`src/rtl/adder_tree_sequencer.sv`:
```
// Sequences multi-beat reduction jobs through an external balanced adder tree and accumulates one result per job.
// Optional saturating accumulator: define ADDER_TREE_SEQ_SATURATE_EN (default build wraps modulo 2**ACC_WIDTH).
module adder_tree_sequencer #(
  parameter int unsigned EXPONENT   = 4,
  parameter int unsigned DATA_WIDTH = 4,
  parameter int unsigned ACC_WIDTH  = 16,
  parameter int unsigned CNT_WIDTH  = 8
) (
  input  logic                                 clk,
  input  logic                                 rst_n,
  input  logic                                 start_i,
  input  logic [CNT_WIDTH-1:0]                 beats_i,
  output logic                                 busy_o,
  input  logic                                 in_valid_i,
  output logic                                 in_ready_o,
  input  logic [(2**EXPONENT)*DATA_WIDTH-1:0]  in_data_i,
  output logic [(2**EXPONENT)*DATA_WIDTH-1:0]  tree_in_o,
  input  logic [DATA_WIDTH-1:0]                tree_sum_i,
  output logic                                 res_valid_o,
  input  logic                                 res_ready_i,
  output logic [ACC_WIDTH-1:0]                 res_data_o,
  output logic                                 sat_o
);

  localparam int unsigned LANES   = 2**EXPONENT;
  localparam int unsigned TREE_W  = LANES*DATA_WIDTH;
  localparam int unsigned ACC_EXT = ACC_WIDTH+1;

  typedef enum logic [1:0] {
    ST_IDLE  = 2'd0,
    ST_RUN   = 2'd1,
    ST_DRAIN = 2'd2,
    ST_DONE  = 2'd3
  } state_e;

  state_e                state_q, state_d;
  logic [CNT_WIDTH-1:0]  count_q, count_d;
  logic [ACC_WIDTH-1:0]  acc_q, acc_d, acc_upd;
  logic                  tree_vld_q, tree_vld_d;
  logic [TREE_W-1:0]     tree_in_q, tree_in_d;
  logic                  busy_q, busy_d;
  logic                  in_ready_q, in_ready_d;
  logic                  res_valid_q, res_valid_d;
  logic [ACC_WIDTH-1:0]  res_data_q, res_data_d;
  logic                  in_hs;
  logic                  job_start;

  assign in_hs     = in_valid_i & in_ready_q;
  assign job_start = (state_q == ST_IDLE) & start_i;

`ifdef ADDER_TREE_SEQ_SATURATE_EN
  // Saturating accumulate: one extra bit detects overflow past 2**ACC_WIDTH-1.
  logic [ACC_WIDTH:0] acc_wide;
  logic               sat_q, sat_d, sat_upd;

  always_comb begin
    acc_wide = {1'b0, acc_q} + ACC_EXT'(tree_sum_i);
    acc_upd  = acc_q;
    sat_upd  = sat_q;
    if (tree_vld_q) begin
      if (acc_wide[ACC_WIDTH]) begin
        acc_upd = '1;
        sat_upd = 1'b1;
      end else begin
        acc_upd = acc_wide[ACC_WIDTH-1:0];
      end
    end
  end

  always_comb begin
    sat_d = sat_upd;
    if (job_start) begin
      sat_d = 1'b0;
    end
  end

  always_ff @(posedge clk or negedge rst_n) begin
    if (!rst_n) begin
      sat_q <= 1'b0;
    end else begin
      sat_q <= sat_d;
    end
  end

  assign sat_o = sat_q;
`else
  // Wrapping accumulate of the zero-extended tree sum.
  always_comb begin
    acc_upd = acc_q;
    if (tree_vld_q) begin
      acc_upd = acc_q + ACC_WIDTH'(tree_sum_i);
    end
  end

  assign sat_o = 1'b0;
`endif

  // Next-state and next-output logic; outputs are registered from the next state.
  always_comb begin
    state_d    = state_q;
    count_d    = count_q;
    acc_d      = acc_upd;
    tree_in_d  = tree_in_q;
    tree_vld_d = 1'b0;

    case (state_q)
      ST_IDLE: begin
        if (start_i) begin
          acc_d   = '0;
          count_d = beats_i;
          state_d = (beats_i == '0) ? ST_DONE : ST_RUN;
        end
      end
      ST_RUN: begin
        if (in_hs) begin
          tree_in_d  = in_data_i;
          tree_vld_d = 1'b1;
          count_d    = count_q - CNT_WIDTH'(1);
          if (count_q == CNT_WIDTH'(1)) begin
            state_d = ST_DRAIN;
          end
        end
      end
      ST_DRAIN: begin
        state_d = ST_DONE;
      end
      ST_DONE: begin
        if (res_ready_i) begin
          state_d = ST_IDLE;
        end
      end
      default: begin
        state_d = ST_IDLE;
      end
    endcase

    busy_d      = (state_d != ST_IDLE);
    in_ready_d  = (state_d == ST_RUN);
    res_valid_d = (state_d == ST_DONE);
    res_data_d  = (state_d == ST_DONE) ? acc_d : '0;
  end

  always_ff @(posedge clk or negedge rst_n) begin
    if (!rst_n) begin
      state_q     <= ST_IDLE;
      count_q     <= '0;
      acc_q       <= '0;
      tree_vld_q  <= 1'b0;
      tree_in_q   <= '0;
      busy_q      <= 1'b0;
      in_ready_q  <= 1'b0;
      res_valid_q <= 1'b0;
      res_data_q  <= '0;
    end else begin
      state_q     <= state_d;
      count_q     <= count_d;
      acc_q       <= acc_d;
      tree_vld_q  <= tree_vld_d;
      tree_in_q   <= tree_in_d;
      busy_q      <= busy_d;
      in_ready_q  <= in_ready_d;
      res_valid_q <= res_valid_d;
      res_data_q  <= res_data_d;
    end
  end

  assign busy_o      = busy_q;
  assign in_ready_o  = in_ready_q;
  assign res_valid_o = res_valid_q;
  assign res_data_o  = res_data_q;
  assign tree_in_o   = tree_in_q;

endmodule

```
`config.mk`:
```
export PLATFORM = sky130hd
export DESIGN_NAME = adder_tree_sequencer
export DESIGN_NICKNAME = d
export VERILOG_FILES = /design/src/rtl/adder_tree_sequencer.sv
export SDC_FILE = /design/constraint.sdc
export NUM_CORES = 1
export LEC_CHECK = 0
export ABC_CLOCK_PERIOD_IN_PS = 1840
export CAP_MARGIN = 20
export CORE_MARGIN = 3
export CORE_UTILIZATION = 40
export CTS_CLUSTER_DIAMETER = 200
export DETAILED_ROUTE_END_ITERATION = 6
export GPL_TIMING_DRIVEN = 1
export PLACE_DENSITY = 0.8
export SYNTH_ARGS = -nofsm -noshare
export SYNTH_HDL_FRONTEND = slang
export SYNTH_SLANG_ARGS = --single-unit
```
`constraint.sdc`:
```
create_clock -name clk -period 1.84 [get_ports clk]
set_clock_uncertainty 0.2 [all_clocks]
set_input_delay 0.368 -clock clk [delete_from_list [all_inputs] [get_ports clk]]
set_output_delay 0.368 -clock clk [all_outputs]
set_load 0.02 [all_outputs]
```
== After elaboration in Yosys (flattened, before gate mapping) ==
Index checks and enable logic that the tools add are counted.

* Output and inout port bits: 84
* Bits in registers: 110
* Word-level logic and storage cells: 41
* Input bits: 81

* Eq/ne operators: 8
* Bitwise operators: 1
* Add/sub/neg operators: 2
* Mux-type cells: 15
* Reductions and logical operators: 6

{| class="wikitable"
|+ Operators with widths
! kind !! number
|-
| $mux W16 || 4
|-
| $add A16 B4 Y16 || 1
|-
| $mux W8 || 2
|-
| $pmux W8 S2 || 1
|-
| $mux W2 || 5
|-
| $eq A8 B1 Y1 const B || 1
|-
| $logic_not A8 Y1 || 1
|-
| $pmux W2 S4 || 1
|-
| $sub A8 B1 Y8 const B || 1
|-
| $eq A2 B2 Y1 const B || 3
|-
| $eq A2 B1 Y1 const B || 2
|-
| $ne A2 B2 Y1 const B || 2
|-
| $reduce_bool A2 Y1 || 2
|-
| $reduce_and A3 Y1 || 1
|-
| $logic_not A2 Y1 || 1
|-
| $mux W1 || 2
|-
| $reduce_and A2 Y1 || 1
|-
| $and A1 B1 Y1 || 1
|}

== Logic depth before layout (Yosys ltp) ==
Gate-level depths: netlist of run 1.

* Word-level depth: 6
* Depth in mapped cells: 7
* Depth with buffers taken out: 6

== Least setup slack after synthesis of run 1 ==
OpenSTA, ideal clock, no wires.

* Path type: input to register
* From: input tree_sum_i[0]
* To: register acc_q[12]
* Stages on the path: 6
* Path buffers: 0
* Library setup time: 0.078 ns
* Arrival: 1.694 ns
* Data required time: 1.562 ns
* Slack: -0.132 ns
* Cells stage by stage: ha_1 > fa_1 > nand3_1 > and2_1 > or4_1 > a21oi_1

* Word-level cells in the longest chain between the ends: 4

{| class="wikitable"
|+ Ends and longest elaborated chain
! what !! line !! source
|-
| start, declared || 18 || <nowiki>input logic [DATA_WIDTH-1:0] tree_sum_i,</nowiki>
|-
| $add A16 B4 Y16 (*) || 91 || <nowiki>acc_upd = acc_q + ACC_WIDTH'(tree_sum_i);</nowiki>
|-
| $mux W16 (*) || 90 || <nowiki>if (tree_vld_q) begin</nowiki>
|-
| $mux W16 || 108 || <nowiki>if (start_i) begin</nowiki>
|-
| $mux W16 (*) || 106 || <nowiki>case (state_q)</nowiki>
|-
| via acc_d[12] || 38 || <nowiki>logic [ACC_WIDTH-1:0] acc_q, acc_d, acc_upd;</nowiki>
|-
| end signal, assigned || 147 || <nowiki>acc_q <= '0;</nowiki>
|-
| end signal, assigned || 157 || <nowiki>acc_q <= acc_d;</nowiki>
|-
| end, declared || 38 ||
|}

Mark *: on every way through the listed nets, which the timed path passes. The rest lies on a longest branch.
A chain may end at the register's enable or synchronous reset.

== Worst setup path after layout of run 1 ==
* From: register acc_q[1]
* To: register res_data_q[13] (netlist: res_data_o[13])

* Word-level cells in the longest chain between the ends: 5

{| class="wikitable"
|+ Ends and longest elaborated chain
! what !! line !! source
|-
| $add A16 B4 Y16 (*) || 91 ||
|-
| $mux W16 (*) || 90 ||
|-
| $mux W16 || 108 ||
|-
| $mux W16 (*) || 106 ||
|-
| $mux W16 (*) || 140 || <nowiki>res_data_d = (state_d == ST_DONE) ? acc_d : '0;</nowiki>
|-
| via res_data_d[13] || 44 || <nowiki>logic [ACC_WIDTH-1:0] res_data_q, res_data_d;</nowiki>
|-
| end signal, assigned || 163 || <nowiki>res_data_q <= res_data_d;</nowiki>
|-
| end, declared || 44 ||
|}

Marks and branches as above.

==> reports/qor.yml, run 1 <==
layout:
  layout-drive-gt1-share: 0.314
  layout_commonest_cell: "dfrtp_1"
  antennaDiodeCount: 0
  fin_cells: 704
  syn_to_final_growth_pct: 56.9
  layout_common_cells: "110 x dfrtp_1, 89 x dlygate4sd2_1, 70 x clkdlybuf4s50_1"
  nNetsFinal: 647
sta:
  finalCritPeriodShare: 1.07
  max_freq_mhz: 507
  final.setup.tns_ps: -1700
  holdWs_ps: 179
  hold_viol_final: 0
  worst_slack_ps: -132
  rsz0062_at_grt: "yes"
  finalMaxSlewViolations: 0
  period_minus_slack_ps: 1970
  setup_viol: 24
synthesis:
  syn_inst: 358
  netlist_area_mm2: 0.00457
  ys_seq_area_frac: 0.602
  avgSynthCellArea_um2: 12.8
  syn-num-nets: 446
  ys_ff_latch: 110
  yosys_warnings: 0
  ys_async_sr_fraction: 1.00
  synth_ff_type: "dfrtp_1"
  synth-edff-count: 0
  yosysUniqueCellTypes: 44
placement:
  dpl.hpwl_mm: 8.65
  portBuffers: 163
  placed_cells_incl_taps: 684
  post-place-ws_ps: -616
  gp_congestion: 0.822
worst_setup_path:
  crit_buf_inv: 1
  end_kind: "register"
  critical_path_class: "reg -> reg"
  worstPathMaxFanout: 5
  start_kind: "register"
  cp.required_ps: 1910
  critPathTopFamily: "compound AO/OA/AOI/OAI gates"
  path_cells: "ha_4 > a211o_1 > a21oi_4 > buf_6 > or4_4 > a21oi_2"
  cpPeakStageDelay_ps: 430
  worstPathArrival_ps: 2040
  crit_path_top_delay_cell: "or4_4"
drt:
  dr.pass1.iters: 4
  wirelength_mm: 11.9
  vias: 3589
  drc: 0
  drt_iter0_drc: 119
  ant_nets: 0
  routed_via_density: 5.10
  wl_per_cell_um: 16.9
grt:
  grtUsageMet1: 0.212
  use_met2: 0.334
  grt_max_degree: 37
  antenna_found_initial: 0
  met3_usage: 0.0439
  grt_pass1_vias: 3744
  busiest_layer: "met2"
  overflow: 0
  grt_pass1_wl_mm: 18.7
  grt_usage: 0.184
pwr:
  ir_drop_v: 0.000849
  p_total_mw: 11.2
  p_leak_nw: 3.22
  power_density_mw_per_mm2: 1570
cts:
  cts_tree: "built"
  h-tree-depth: 3
  clk_latency_ps: 340
  cts_num_sinks: 110
  numCtsBuffers: 9
  clk_path_buf_depth: 2
  clockRootBuffer: "clkbuf_16"
  path_clk_slew_ps: 70
die:
  die_h_um: 113
  die_area_mm2: 0.0128
  fp.coreArea_mm2: 0.0110
  boundaryPins: 165
  rows: 38
  initial_core_util: 0.416
  die_w_um: 113
outcome:
  status: "finished with violations"
  violations: "setup timing"
flow_run:
  cap_violations: 0
worst_hold_path:
  hold_class: "in -> reg"
## worst reg2reg max path, stage by stage, from the launching register on
cell and delay [ps]:
dfrtp_1 420, ha_4 290, a211o_1 190, a21oi_4 90
buf_6 130, or4_4 430, a21oi_2 160
## area by class of cell
| cell class | instances | area [µm²] |
|---|---|---|
| clock buffers | 13 | 260 |
| clock inverters | 3 | 42.5 |
| fillers | 861 | 3810 |
| inverters | 8 | 30.0 |
| multi-input cells | 222 | 1980 |
| flip-flops and latches | 110 | 2750 |
| well taps | 140 | 175 |
| repair buffers | 208 | 1940 |
## power by group
| group | switching [mW] | internal (mW) |
|---|---|---|
| Sequential | 0.513 | 3.35 |
| Clock | 0.824 | 1.13 |
| Combinational | 2.85 | 2.58 |
## kinds of logic after synthesis
family / after synthesis / share of synthesized area
AO/OA/AOI/OAI: 70 / 0.0914
AND/OR/NAND/NOR: 74 / 0.0889
buffers and inverters: 26 / 0.0265
flip-flops: 110 / 0.602
XOR/XNOR: 4 / 0.00766
adder cells (fa/ha/maj): 7 / 0.0208
other: 1 / 0.000820
multiplexers: 66 / 0.162
## stage by stage
stage,instance area [µm²],util
after global placement,6720,0.612
after floorplan,4650,-
final,7180,0.653
after CTS,7010,0.638
after global routing,7180,0.653
after detailed placement,6720,0.612
## sequential cells by signal, indices dropped and copies added, names as in the netlist
name	flops
acc_q	16
busy_o	1
count_q	8
in_ready_o	1
res_data_o	16
res_valid_o	1
state_q	2
tree_in_o	64
tree_vld_q	1
## cells in the mapped netlist, types with 3 or more instances
master / count / area (µm²)
o21ai_0: 18 / 90.1
and2_1: 5 / 31.3
nand3_1: 8 / 40.0
nor2b_1: 3 / 18.8
a22oi_1: 3 / 22.5
nor2_1: 19 / 71.3
nor3_1: 9 / 45.0
o31ai_1: 6 / 45.0
buf_2: 7 / 35.0
clkbuf_1: 7 / 26.3
or3_1: 3 / 18.8
nand2_1: 10 / 37.5
ha_1: 6 / 75.1
a21oi_1: 28 / 140
a211o_1: 3 / 26.3
or4_1: 5 / 37.5
mux2_2: 64 / 721
xnor2_1: 4 / 35.0
inv_1: 8 / 30.0
dfrtp_1: 110 / 2750
## final timing paths
path	from	to	slack [ps]	cells past startpoint
max	acc_q[1]	res_data_o[13]	-130	6
max in group asynchronous	rst_n	tree_in_o[36]	610	3
min	beats_i[7]	count_q[7]	180	3
min reg2reg	tree_in_o[57]	tree_in_o[57]	300	1
max reg2reg	acc_q[1]	res_data_o[13]	-130	6
min in group asynchronous	rst_n	tree_in_o[28]	300	2
## layer usage
metal  share of wire  vias to the layer above
met4           0.022                        0
met5               0                        -
met1            0.39                     1768
met2            0.53                      123
met3           0.064                       21
li1                -                     1677
## repair_timing
action / CTS / global route
hold buffers: 1 / 0
hold endpoints to repair: 25 / 0
gates resized for setup: 105 / 37
buffers inserted: 1 / 2
pin swaps: 11 / 19
endpoints found under the setup margin: 111 / 30
gates cloned: 1 / 0
No activity file was read; power rests on OpenSTA's default activity.
==> run 2, diff against run 1 <==
--- a/config.mk
+++ b/config.mk
@@ -5,10 +5,11 @@
 export SDC_FILE = /design/constraint.sdc
 export NUM_CORES = 1
 export LEC_CHECK = 0
+export ABC_AREA = 1
 export ABC_CLOCK_PERIOD_IN_PS = 1840
 export CAP_MARGIN = 20
 export CORE_MARGIN = 3
-export CORE_UTILIZATION = 40
+export CORE_UTILIZATION = 41
 export CTS_CLUSTER_DIAMETER = 200
 export DETAILED_ROUTE_END_ITERATION = 6
 export GPL_TIMING_DRIVEN = 1
==> run 2 against run 1 <==
Compared with the run above: the flow still finishes with violations (setup timing); critical path depth is 3 higher; wire length rose by 15%; synthesized area grew 5.3%; power down 6.0%; flip-flop and latch count unchanged; global-route usage is 2.6 points higher; die area up 2.6%; final cell count increased by 29%; sequential share of layout area decreased by 0.26 points; synthesized cell count rose by 63%; hold slack gained 86 ps.
==> reports/qor.yml, run 2 <==
cts:
  path_clk_slew_ps: 70  # about the same
  clk_path_buf_depth: 2  # unchanged
  clockRootBuffer: "clkbuf_16"
  numCtsBuffers: 9  # unchanged
  clk_latency_ps: 350  # about the same
  cts_num_sinks: 110  # unchanged
  h-tree-depth: 3  # unchanged
  cts_tree: "built"
synthesis:
  syn-num-nets: 670  # +50%
  synth.most_common_cell: "nand2_1"
  yosysUniqueCellTypes: 25  # -43%
  ys_seq_area_frac: 0.572  # -0.0303
  yosys-top-cells-area: "dfrtp_1 57%, nand2_1 20%, inv_1 4.4%"
  netlist_area_mm2: 0.00482  # +5.3%
  ys_async_sr_fraction: 1.00  # unchanged
  synthDominantCellAreaShare: 0.572  # -0.0303
  yosysTopAreaCell: "dfrtp_1"
  synth_ff_type: "dfrtp_1"
  synth_common_cells: "256 x nand2_1, 110 x dfrtp_1, 56 x inv_1"
  avgSynthCellArea_um2: 8.27  # -35%
  synth-edff-count: 0  # unchanged
  yosys_warnings: 0  # unchanged
  syn_inst: 582  # +63%
  ys_ff_latch: 110  # unchanged
sta:
  rsz0062_at_grt: "yes"
  holdWs_ps: 265  # +86.4 ps
  max_freq_mhz: 537  # +5.8%
  period_minus_slack_ps: 1860  # -108 ps
  finalCritPeriodShare: 1.01  # -0.0589
  worst_slack_ps: -23.3  # +108 ps
  hold_viol_final: 0  # unchanged
  finalMaxSlewViolations: 0  # unchanged
  final.setup.tns_ps: -23.3  # +1680 ps
  setup_viol: 1  # -96%
die:
  boundaryPins: 165  # unchanged
  die_area_mm2: 0.0131  # +2.6%
  die_w_um: 114  # +1.3%
  rows: 38  # unchanged
  initial_core_util: 0.431  # +0.0146
  fp.coreArea_mm2: 0.0112  # +1.7%
  die_h_um: 114  # +1.3%
drt:
  wirelength_mm: 13.7  # +15%
  drc: 0  # unchanged
  dr.pass1.iters: 4  # unchanged
  routed_via_density: 4.91  # -3.8%
  vias: 4470  # +25%
  ant_nets: 0  # unchanged
  wl_per_cell_um: 15.0  # -11%
  drt_iter0_drc: 228  # +92%
pwr:
  power_density_mw_per_mm2: 1460  # -6.6%
  p_leak_nw: 3.89  # +21%
  pwr-share-seq: 0.360  # +0.016
  ir_drop_v: 0.000806  # -5.1%
  p_sw_frac: 0.409  # +0.0365
  clkPwrFrac: 0.195  # +0.021
  switchingPower_mw: 4.32  # +3.3%
  p_comb_frac: 0.445  # -0.038
  power.internal_mw: 6.25  # -11%
layout:
  layout-drive-gt1-share: 0.131  # -0.183
  final_util: 0.647  # -0.00675
  syn_to_final_growth_pct: 50.0
  largest_reg_flops: 64  # unchanged
  layout_commonest_cell: "nand2_1"
  nNetsFinal: 854  # +32%
  fin_cells: 911  # +29%
  layout_common_cells: "243 x nand2_1, 110 x dfrtp_1, 85 x dlygate4sd2_1"
  antennaDiodeCount: 0  # unchanged
worst_setup_path:
  crit_path_top_delay_cell: "dfrtp_1"
  worstPathMaxFanout: 4  # -1
  cpPeakStageDelay_ps: 390  # -40 ps
  worstPathArrival_ps: 1930  # -110 ps
  path_cells: "ha_2 > fa_2 > inv_2 > nor2_4 > nor2_4 > nor2_4 > inv_1 > nor2_1 > nor3_1"
  critical_path_class: "reg -> reg"
  cpMostUsedCell: "nor2_4"
  cp.required_ps: 1900  # about the same
  start_kind: "register"
  end_kind: "register"
outcome:
  status: "finished with violations"
  violations: "setup timing"
grt:
  grt_usage: 0.210  # +0.0256
  grt_pass1_vias: 4645  # +24%
  antenna_found_initial: 0  # unchanged
  overflow: 0  # unchanged
  grt_pass1_wl_mm: 22.0  # +18%
  grt_max_degree: 56  # +51%
placement:
  placed_cells_incl_taps: 890  # +30%
  gp_congestion: 0.925  # +13%
  dpl.hpwl_mm: 9.53  # +10%
  portBuffers: 163  # unchanged
worst_hold_path:
  hold_class: "reg -> reg"
flow_run:
  cap_violations: 0  # unchanged
## run 2: changes by cell type in the layout (fill, tap and decap cells not counted), moves of 6 or more
| cell | change |
|---|---|
| nand3_1 | +7 |
| nand2_1 | +234 |
| buf_4 | -13 |
| inv_2 | +7 |
| mux2_2 | -64 |
| inv_1 | +46 |
| nor2_1 | +23 |
| or4_4 | -6 |
| nand2_2 | +10 |
| nand3_2 | +13 |
| a21oi_2 | -17 |
| nand4_1 | +8 |
## run 2: cell type report
cell class	instances	area [µm²]
Fill cell	903	3950
Sequential cell	110	2750
Multi-Input combinational cell	390	1900
Timing Repair Buffer	194	1860
Inverter	61	229
Clock buffer	9	225
Tap cell	140	175
Clock inverter	7	88.8
## run 2: path summary, 6_finish.rpt
kind	startpoint	to	slack [ps]	cells after the start
worst min-delay path	tree_in_o[34]	tree_in_o[34]	270	2
min in group asynchronous	rst_n	tree_in_o[17]	290	2
worst max-delay path	acc_q[0]	res_data_o[4]	-20	9
max in group asynchronous	rst_n	tree_in_o[43]	600	3
worst min register to register	tree_in_o[34]	tree_in_o[34]	270	2
worst max register to register	acc_q[0]	res_data_o[4]	-20	9
## run 2: metrics by stage
stage          power [mW]  worst slack [ps]  area [µm²]
6_report             10.6             -23.3        7220
5_1_grt              11.3             -79.3        7220
4_1_cts              10.3              2.50        6990
3_5_place_dp         8.59              -550        6750
3_3_place_gp         8.42              -510        6750
2_1_floorplan        6.37              9.00        4820
## run 2: critical path, delay by kind of cell, from the launching register on
kind | cells | cell delay, ps
fa+ha+maj | 2 | 560
flops | 1 | 390
buf+inv | 2 | 150
simple gates | 5 | 460
## run 2: kinds of logic (layout without fill, tap and decap cells)
logic type,count (synthesis),count (layout),share of synthesized area
other,1,1,0.000779
buffers and inverters,82,271,0.0761
adders and majority gates,7,7,0.0197
DFF,110,110,0.572
and+or+nand+nor,349,349,0.293
xor gates and xnor gates,1,1,0.00182
AOI/OAI and AO/OA,32,32,0.0372
## run 2: what timing repair did
item / in CTS / in global routing
hold buffers: 1 / 0
pin swaps: 5 / 16
setup buffers: 1 / 2
hold endpoints to repair: 24 / 0
resized for setup: 93 / 46
setup endpoints to repair: 97 / 25
gates cloned: 0 / 1
## run 2: power groups by stage
stage                     registers [mW]  clock network (mW)  logic [mW]
after CTS                           3.79                2.10        4.41
final                               3.80                2.06        4.70
after global placement              3.80                   0        4.62
after floorplan                     4.52                   0        1.85
after detailed placement            3.82                   0        4.77
after global routing                3.92                2.20        5.17
## run 2: per-layer routing
layer / track usage / share of wire / vias to the layer above
met5: 0 / 0 / -
met2: 0.363 / 0.52 / 202
li1: - / - / 2143
met4: 0.0887 / 0.026 / 0
met3: 0.0698 / 0.088 / 40
met1: 0.237 / 0.37 / 2085
==> run 3, diff against run 2 <==
--- a/config.mk
+++ b/config.mk
@@ -9,11 +9,11 @@
 export ABC_CLOCK_PERIOD_IN_PS = 1840
 export CAP_MARGIN = 20
 export CORE_MARGIN = 3
-export CORE_UTILIZATION = 41
+export CORE_UTILIZATION = 42
+export CTS_BUF_LIST = sky130_fd_sc_hd__clkbuf_4
 export CTS_CLUSTER_DIAMETER = 200
 export DETAILED_ROUTE_END_ITERATION = 6
-export GPL_TIMING_DRIVEN = 1
-export PLACE_DENSITY = 0.8
+export PLACE_DENSITY = 0.82
 export SYNTH_ARGS = -nofsm -noshare
 export SYNTH_HDL_FRONTEND = slang
 export SYNTH_SLANG_ARGS = --single-unit
==> run 3 against run 2 <==
Compared with the run above: the run still ends with setup timing left; count of clock-buffer cells in the layout unchanged; power down 8.9%; critical path depth up 1; global-route usage down 0.39 points; worst setup slack worse by 20 ps; wire length down 7.1%; sequential share of layout area up 2.3 points; clock power down 34%; combinational power down 5.1%; register-to-register slack worse by 20 ps; die area down 2.3%; via count down 2.7%.
==> reports/qor.yml, run 3 (same netlist as run 2, synthesis figures left out) <==
drt:
  vias: 4350  # -2.7%
  drt_iter0_drc: 227  # -0.44%
  dr.pass1.iters: 4  # unchanged
  ant_nets: 0  # unchanged
  wirelength_mm: 12.7  # -7.1%
  wl_per_cell_um: 14.0  # -6.8%
  routed_via_density: 4.79  # -2.4%
  drc: 0  # unchanged
grt:
  grt_pass1_wl_mm: 21.0  # -4.2%
  antenna_found_initial: 1  # +1
  grt_usage: 0.206  # -0.00391
  overflow: 0  # unchanged
  grt_max_degree: 57  # +1.8%
  grt_pass1_vias: 4393  # -5.4%
sta:
  max_freq_mhz: 531  # -1.0%
  finalMaxSlewViolations: 0  # unchanged
  rsz0062_at_grt: "yes"
  finalCritPeriodShare: 1.02  # +0.0106
  period_minus_slack_ps: 1880  # +19.6 ps
  final.setup.tns_ps: -83.4  # -60.1 ps
  setup_viol: 4  # +3
  hold_viol_final: 0  # unchanged
  worst_slack_ps: -42.9  # -19.6 ps
worst_setup_path:
  start_kind: "register"
  critPathTopFamily: "adder cells"
  crit_path_top_delay_cell: "dfrtp_1"
  crit_buf_inv: 1  # -1
  worstPathMaxFanout: 2  # -2
  cp.required_ps: 2050  # +150 ps
  path_cells: "ha_2 > fa_2 > buf_6 > nand3_2 > nand3_2 > nand2_2 > nor2_2 > nand3_1 > nand3_2 > nor2_1"
  worstPathArrival_ps: 2090  # +160 ps
  end_kind: "register"
  cpPeakStageDelay_ps: 420  # +30 ps
  cpMostUsedCell: "nand3_2"
  critical_path_class: "reg -> reg"
cts:
  clk_latency_ps: 470  # +120 ps
  clockRootBuffer: "clkbuf_4"
  cts_tree: "built"
  clk_path_buf_depth: 2  # unchanged
  h-tree-depth: 3  # unchanged
  path_clk_slew_ps: 170  # +100 ps
  cts_num_sinks: 110  # unchanged
  numCtsBuffers: 9  # unchanged
pwr:
  ir_drop_v: 0.000847  # +5.0%
  p_leak_nw: 3.64  # -6.4%
  power_density_mw_per_mm2: 1410  # -3.5%
  p_total_mw: 9.63  # -8.9%
layout:
  syn_to_final_growth_pct: 41.6
  final_util: 0.618  # -0.0283
  nNetsFinal: 850  # -0.47%
  layout_common_cells: "251 x nand2_1, 110 x dfrtp_1, 79 x clkdlybuf4s50_1"
  fin_cells: 908  # -0.33%
  largest_reg_flops: 64  # unchanged
  layout-drive-gt1-share: 0.169  # +0.0385
  layout_commonest_cell: "nand2_1"
placement:
  portBuffers: 163  # unchanged
  post-place-ws_ps: -592  # -42.2 ps
  dpl.hpwl_mm: 9.42  # -1.2%
  gp_congestion: 0.900  # -2.7%
  placed_cells_incl_taps: 885  # -0.56%
die:
  die_w_um: 113  # -1.1%
  rows: 38  # unchanged
  fp.coreArea_mm2: 0.0110  # -1.3%
  die_h_um: 113  # -1.1%
  boundaryPins: 165  # unchanged
  initial_core_util: 0.437  # +0.00557
  die_area_mm2: 0.0128  # -2.3%
outcome:
  status: "finished with violations"
  violations: "setup timing"
worst_hold_path:
  hold_class: "in -> async"
flow_run:
  cap_violations: 0  # unchanged
[run 3: worst reg2reg max path: stages (launching register included)]
cell and delay [ps]:
dfrtp_1 420, ha_2 190, fa_2 350, buf_6 130
nand3_2 50, nand3_2 80, nand2_2 90, nor2_2 40
nand3_1 90, nand3_2 70, nor2_1 100
[run 3: what timing repair did]
item | CTS | global route
setup buffers | 3 | 2
hold endpoints to repair | 110 | 0
pin swaps | 7 | 4
setup endpoints to repair | 97 | 85
resized for setup | 145 | 91
hold buffers | 1 | 0
[run 3: worst paths after layout]
| kind | from | depth (start not counted) | endpoint | slack (ps) |
|---|---|---|---|---|
| max | acc_q[0] | 10 | res_data_o[14] | -40 |
| max in group asynchronous | rst_n | 3 | acc_q[13] | 820 |
| max reg2reg | acc_q[0] | 10 | res_data_o[14] | -40 |
| min | rst_n | 2 | tree_in_o[55] | 70 |
| min reg2reg | tree_in_o[52] | 2 | tree_in_o[52] | 290 |
| min in group clk | in_data_i[39] | 3 | tree_in_o[39] | 190 |
[run 3: layout make-up]
type	instances	area, µm²
Fill cell	940	4210
Sequential cell	110	2750
Multi-Input combinational cell	390	1810
Timing Repair Buffer	190	1690
Inverter	61	229
Tap cell	140	175
Clock inverter	7	95.1
Clock buffer	9	67.6
Antenna cell	1	2.50
[run 3: power breakdown]
| group | total, mW | internal, mW | leakage (nW) | switching (mW) |
|---|---|---|---|---|
| clock | 1.36 | 0.556 | 0.0867 | 0.807 |
| sequential | 3.80 | 3.25 | 1.38 | 0.558 |
| combinational | 4.46 | 1.67 | 2.17 | 2.79 |
| total | 9.63 | 5.47 | 3.64 | 4.16 |
[run 3: metrics by stage]
stage | hold slack (ps) | cell area, µm²
after floorplan | -128 | 4820
after global placement | 59.9 | 6730
after detailed placement | 62.7 | 6730
after CTS | 28.0 | 6950
after global routing | 44.3 | 6820
final | 73.2 | 6820
[run 3: metal layers]
layer  global-route usage  vias up  wire (µm)
met5                    0        -          0
met4               0.0617        0        223
met3               0.0973       21       1260
met2                0.357      174       6500
met1                0.225     2020       4720
li1                     -     2135          -
